[src/rtl/conv_loop_sequencer.sv]
// Convolution loop odometer (m, r, c, n, i, j) with per-pixel accumulator framing
// and a delayed output-buffer write strobe aligned to the MAC pipeline latency.
module conv_loop_sequencer #(
  parameter int K          = 5,
  parameter int OUT_SIZE   = 28,
  parameter int OUT_CH     = 6,
  parameter int IN_CH      = 1,
  parameter int N_STEP     = 4,
  parameter int PIPE_DEPTH = 9
) (
  input  logic        clock,
  input  logic        rst_n,
  input  logic        start,
  input  logic        stall,
  output logic        busy,
  output logic        done,
  output logic [7:0]  m,
  output logic [7:0]  r,
  output logic [7:0]  c,
  output logic [7:0]  n,
  output logic [3:0]  i,
  output logic [3:0]  j,
  output logic        beat_valid,
  output logic        acc_clr,
  output logic        acc_last,
  output logic        out_wr,
  output logic [15:0] out_addr,
  output logic [7:0]  out_chan
);
  localparam int N_MAX = ((IN_CH - 1) / N_STEP) * N_STEP;
  localparam int CW    = $clog2(PIPE_DEPTH + 1);
  localparam logic [7:0]    M_MAX      = 8'(OUT_CH - 1);
  localparam logic [7:0]    RC_MAX     = 8'(OUT_SIZE - 1);
  localparam logic [7:0]    N_MAX_W    = 8'(N_MAX);
  localparam logic [7:0]    N_STEP_W   = 8'(N_STEP);
  localparam logic [3:0]    K_MAX      = 4'(K - 1);
  localparam logic [15:0]   OUT_SIZE_W = 16'(OUT_SIZE);
  localparam logic [CW-1:0] DRAIN_LAST = CW'(PIPE_DEPTH - 1);
  localparam logic [CW-1:0] CNT_ONE    = CW'(1);

  typedef enum logic [1:0] {
    IDLE  = 2'd0,
    RUN   = 2'd1,
    DRAIN = 2'd2,
    DONE  = 2'd3
  } state_t;

  state_t          state_r, state_s;
  logic [7:0]      m_r, r_r, c_r, n_r, m_s, r_s, c_s, n_s;
  logic [3:0]      i_r, j_r, i_s, j_s;
  logic [CW-1:0]   cnt_r, cnt_s;
  logic            j_wrap_s, i_wrap_s, n_wrap_s, c_wrap_s, r_wrap_s, m_wrap_s;
  logic            carry_i_s, carry_n_s, carry_c_s, carry_r_s, carry_m_s;
  logic            beat_s, last_beat_s, acc_clr_s, acc_last_s;
  logic [15:0]     pix_addr_s;
  logic [PIPE_DEPTH-1:0] wr_pipe_r;
  logic [15:0]     addr_pipe_r [PIPE_DEPTH];
  logic [7:0]      chan_pipe_r [PIPE_DEPTH];

  // Wrap detection, carry chain and per-beat framing
  always_comb begin
    j_wrap_s    = (j_r == K_MAX);
    i_wrap_s    = (i_r == K_MAX);
    n_wrap_s    = (n_r == N_MAX_W);
    c_wrap_s    = (c_r == RC_MAX);
    r_wrap_s    = (r_r == RC_MAX);
    m_wrap_s    = (m_r == M_MAX);
    carry_i_s   = j_wrap_s;
    carry_n_s   = carry_i_s & i_wrap_s;
    carry_c_s   = carry_n_s & n_wrap_s;
    carry_r_s   = carry_c_s & c_wrap_s;
    carry_m_s   = carry_r_s & r_wrap_s;
    last_beat_s = carry_m_s & m_wrap_s;
    beat_s      = (state_r == RUN) & ~stall;
    acc_clr_s   = beat_s & (n_r == 8'd0) & (i_r == 4'd0) & (j_r == 4'd0);
    acc_last_s  = beat_s & carry_c_s;
    pix_addr_s  = ({8'd0, r_r} * OUT_SIZE_W) + {8'd0, c_r};
  end

  // Next-state and odometer advance; the final beat wraps every field back to 0
  always_comb begin
    state_s = state_r;
    cnt_s   = cnt_r;
    m_s = m_r; r_s = r_r; c_s = c_r; n_s = n_r; i_s = i_r; j_s = j_r;
    case (state_r)
      IDLE: begin
        m_s = 8'd0; r_s = 8'd0; c_s = 8'd0; n_s = 8'd0; i_s = 4'd0; j_s = 4'd0;
        if (start) state_s = RUN;
        else       state_s = IDLE;
      end
      RUN: begin
        if (beat_s) begin
          j_s = j_wrap_s ? 4'd0 : j_r + 4'd1;
          i_s = carry_i_s ? (i_wrap_s ? 4'd0 : i_r + 4'd1) : i_r;
          n_s = carry_n_s ? (n_wrap_s ? 8'd0 : n_r + N_STEP_W) : n_r;
          c_s = carry_c_s ? (c_wrap_s ? 8'd0 : c_r + 8'd1) : c_r;
          r_s = carry_r_s ? (r_wrap_s ? 8'd0 : r_r + 8'd1) : r_r;
          m_s = carry_m_s ? (m_wrap_s ? 8'd0 : m_r + 8'd1) : m_r;
          if (last_beat_s) begin
            state_s = DRAIN;
            cnt_s   = '0;
          end else begin
            state_s = RUN;
          end
        end else begin
          state_s = RUN;
        end
      end
      DRAIN: begin
        if (cnt_r == DRAIN_LAST) state_s = DONE;
        else                     cnt_s   = cnt_r + CNT_ONE;
      end
      DONE: begin
        state_s = IDLE;
      end
      default: begin
        state_s = IDLE;
        m_s = 8'd0; r_s = 8'd0; c_s = 8'd0; n_s = 8'd0; i_s = 4'd0; j_s = 4'd0;
      end
    endcase
  end

  // State, iterator and drain-counter registers
  always_ff @(posedge clock or negedge rst_n) begin
    if (!rst_n) begin
      state_r <= IDLE;
      cnt_r   <= '0;
      m_r <= 8'd0; r_r <= 8'd0; c_r <= 8'd0; n_r <= 8'd0; i_r <= 4'd0; j_r <= 4'd0;
    end else begin
      state_r <= state_s;
      cnt_r   <= cnt_s;
      m_r <= m_s; r_r <= r_s; c_r <= c_s; n_r <= n_s; i_r <= i_s; j_r <= j_s;
    end
  end

  // Write delay line; shifts every cycle so stall bubbles travel as empty slots
  always_ff @(posedge clock or negedge rst_n) begin
    if (!rst_n) begin
      wr_pipe_r <= '0;
      for (int k = 0; k < PIPE_DEPTH; k++) begin
        addr_pipe_r[k] <= 16'd0;
        chan_pipe_r[k] <= 8'd0;
      end
    end else begin
      wr_pipe_r[0]   <= acc_last_s;
      addr_pipe_r[0] <= pix_addr_s;
      chan_pipe_r[0] <= m_r;
      for (int k = 1; k < PIPE_DEPTH; k++) begin
        wr_pipe_r[k]   <= wr_pipe_r[k-1];
        addr_pipe_r[k] <= addr_pipe_r[k-1];
        chan_pipe_r[k] <= chan_pipe_r[k-1];
      end
    end
  end

  assign busy       = (state_r == RUN) | (state_r == DRAIN);
  assign done       = (state_r == DONE);
  assign m          = m_r;
  assign r          = r_r;
  assign c          = c_r;
  assign n          = n_r;
  assign i          = i_r;
  assign j          = j_r;
  assign beat_valid = beat_s;
  assign acc_clr    = acc_clr_s;
  assign acc_last   = acc_last_s;
  assign out_wr     = wr_pipe_r[PIPE_DEPTH-1];
  assign out_addr   = addr_pipe_r[PIPE_DEPTH-1];
  assign out_chan   = chan_pipe_r[PIPE_DEPTH-1];
endmodule

[config.mk]
export PLATFORM = sky130hd
export DESIGN_NAME = conv_loop_sequencer
export DESIGN_NICKNAME = d
export VERILOG_FILES = /design/src/rtl/conv_loop_sequencer.sv
export SDC_FILE = /design/constraint.sdc
export NUM_CORES = 1
export LEC_CHECK = 0
export CAP_MARGIN = 20
export CORE_MARGIN = 5
export CORE_UTILIZATION = 29
export CTS_CLUSTER_DIAMETER = 100
export CTS_CLUSTER_SIZE = 25
export DETAILED_ROUTE_END_ITERATION = 10
export PLACE_DENSITY = 0.43
export RECOVER_POWER = 100
export SETUP_SLACK_MARGIN = 0.3
export SLEW_MARGIN = 15
export SYNTH_ARGS = -nofsm -noshare
export SYNTH_HDL_FRONTEND = slang
export SYNTH_SLANG_ARGS = --single-unit
[constraint.sdc]
create_clock -name clock -period 5.26 [get_ports clock]
set_clock_uncertainty 0.15 [all_clocks]
set_input_delay 1.578 -clock clock [delete_from_list [all_inputs] [get_ports clock]]
set_output_delay 1.578 -clock clock [all_outputs]
set_load 0.005 [all_outputs]
==> flow_summary.json <==
{
  "post-synth-top-area-fraction_pct": 71.0,
  "nNetsFinal": 731,
  "start_kind": "primary input",
  "synth-main-ff-cell": "dfrtp_1",
  "pwr_density_cell_mw_per_mm2": 436,
  "numCtsBuffers": 14,
  "synth.most_common_cell": "dfrtp_1",
  "viasPerCell": 4.21,
  "clockRootBuffer": "clkbuf_16",
  "worst_slew_pin_slew_ns": 3.09,
  "dr.pass1.iters": 6,
  "stdcell_area_mm2": 0.0102,
  "diodes": 0,
  "pin_count": 74,
  "hold_depth": 0,
  "dp_hpwl_um": 9270,
  "grt-ovfl-total": 0,
  "track_usage_pct": 8.71,
  "r2r_cells": 12,
  "critPathMaxFanout": 5,
  "synthTopCellsByCount": "251 x dfrtp_1, 41 x nor2_1, 40 x ha_1, 38 x o21ai_0, 28 x buf_4",
  "startpoint": "stall",
  "drive_above_1_share_pct": 4.57,
  "rsz0062_at_grt": "false",
  "period_share_pct": 93.1,
  "htreeDepth": 1,
  "cts_hold_buffers": 0,
  "area_growth_pct": 15.7,
  "worstSetupPathType": "primary input to output pin",
  "num_rows": 64,
  "clkLatencyLatePin_ns": 0.48,
  "holdWs_ns": 0.200,
  "final-setup-viol-count": 0,
  "run_status": "complete, but fails checks",
  "die_h_um": 185,
  "dieArea_mm2": 0.0341,
  "drt.antenna.violating_nets": 0,
  "die_w_um": 185,
  "cts_tree": "done",
  "hold_path.class": "register to register",
  "grt_pass1_vias": 4860,
  "coreArea_mm2": 0.0303,
  "required_ns": 3.53,
  "synth_cells": 619,
  "min_from": "addr_pipe_r[53]",
  "violations": "capacitance limit, slew limit",
  "start_util_pct": 29.2,
  "grt_pass1_wl_um": 24600,
  "r2r_start": "r[0]",
  "synthArstFlopShare_pct": 100,
  "synth_cell_types": 56,
  "antenna_found_initial": 0,
  "numPortBuffers": 69,
  "vias": 4530,
  "r2r_end": "addr_pipe_r[140]",
  "synth_area_leaders": "dfrtp_1 71%, ha_1 5.7%, buf_4 2.4%",
  "r2r_slack_ns": 1.65,
  "synth_area_leader_cell": "dfrtp_1",
  "drt_iter0_drc": 263,
  "dp_worst_setup_slack_ns": 0.271,
  "wl_per_cell_um": 13.4,
  "clock_path_buffers": 3,
  "p_total_uw": 4470,
  "grt_max_degree": 126,
  "fin_crit_ns": 4.90,
  "slew-limit-headroom_pct": -106,
  "cts.sinks": 251,
  "cts_resized": 1,
  "fin_setup_tns_ns": 0,
  "placed_cell_area_mm2": 0.00986,
  "syn-cell-area_mm2": 0.00885,
  "synth_warnings": 0,
  "cts.clk_slew.worst_paths_ns": 0.09,
  "p_leak_uw": 0.00512,
  "maxCapViolations": 1,
  "hold_viol_final": 0,
  "cp.arrival_ns": 3.17,
  "slew_viol_final": 125,
  "cts_setup_buffers": 0,
  "ir_drop_mv": 0.183,
  "globalplace.congestion": 0.755,
  "max_freq_mhz": 204,
  "synth-seq-area-share_pct": 71.0,
  "holdPathEnd": "addr_pipe_r[37]",
  "end_kind": "output pin",
  "wirelength_um": 14500,
  "setup_ws_ns": 0.364,
  "synth_seq_cells": 251,
  "synth-edff-count": 0,
  "syn_avg_cell_area_um2": 14.3,
  "route.detailed.drc": 0
}
[power breakdown]
group | leakage [uW] | switching, uW | internal (uW)
Clock | 0.000199 | 599 | 524
Combinational | 0.00155 | 483 | 387
Sequential | 0.00337 | 188 | 2290
[how the worst max path moves through the flow]
stage / end / slack [ns] / cells past startpoint
floorplan: acc_clr / 1.32 / 4
CTS: acc_clr / 0.30 / 6
global route: acc_clr / 0.28 / 6
finish: acc_clr / 0.36 / 6
global placement: acc_clr / 0.29 / 6
detailed placement: acc_clr / 0.27 / 6
[placed cells by master (no fill, tap or decap), drive strengths merged, types with 5 or more instances in the layout]
master,instances
dfrtp,251
dlygate4sd3,66
nor2,41
ha,40
o21ai,40
inv,28
nand2,25
clkbuf,18
xor2,17
a21oi,16
nand3,15
nand4,10
fa,9
xnor2,8
nand2b,8
and3,8
o31ai,8
nor2b,5
or2,5
[cell type report]
cell class	count	area, um^2
Clock buffer	15	375
Clock inverter	2	28.8
Fill cell	2924	20100
Inverter	27	101
Multi-Input combinational cell	310	2230
Sequential cell	251	6280
Tap cell	396	495
Timing Repair Buffer	74	729
[per-layer routing]
layer	track usage [%]	routed length, um	vias to the layer above
met3	2.66	1040	23
met1	12.0	6550	2247
li1	-	-	2151
met5	0	0	-
met2	13.3	6540	109
met4	2.70	323	0
[registers in the layout (all words and copies together), names as in the netlist]
name         count
addr_pipe_r    112
chan_pipe_r     64
out_addr        14
wr_pipe_r        9
c                8
m                8
out_chan         8
r                8
n                6
cnt_r            4
i                4
j                4
state_r          2
[cell families (layout without fill, tap and decap cells)]
group / count (synthesis) / count (layout) / synth area share [%]
muxes: 2 / 2 / 0.240
adders and majority gates: 49 / 49 / 7.69
other: 1 / 4 / 0.0424
AOI/OAI and AO/OA: 90 / 90 / 6.42
buffers and inverters: 61 / 118 / 3.86
DFF: 251 / 251 / 71.0
and+or+nand+nor: 140 / 140 / 8.33
xor gates and xnor gates: 25 / 25 / 2.47
[critical path, cell delays in order]
cell	delay (ns)
dlygate4sd3_1	0.58
nand2b_1	0.21
inv_1	0.15
nand4b_1	0.11
nor3b_1	0.22
clkdlybuf4s25_1	0.32
[per-stage QoR]
step / util [%] / std cells
after floorplan: - / 622
after global placement: 32.5 / 1057
after detailed placement: 32.5 / 1057
after CTS: 33.8 / 1074
after global routing: 33.8 / 1075
final: 33.8 / 1075
Note: power is estimated with default switching activity, not from simulation.
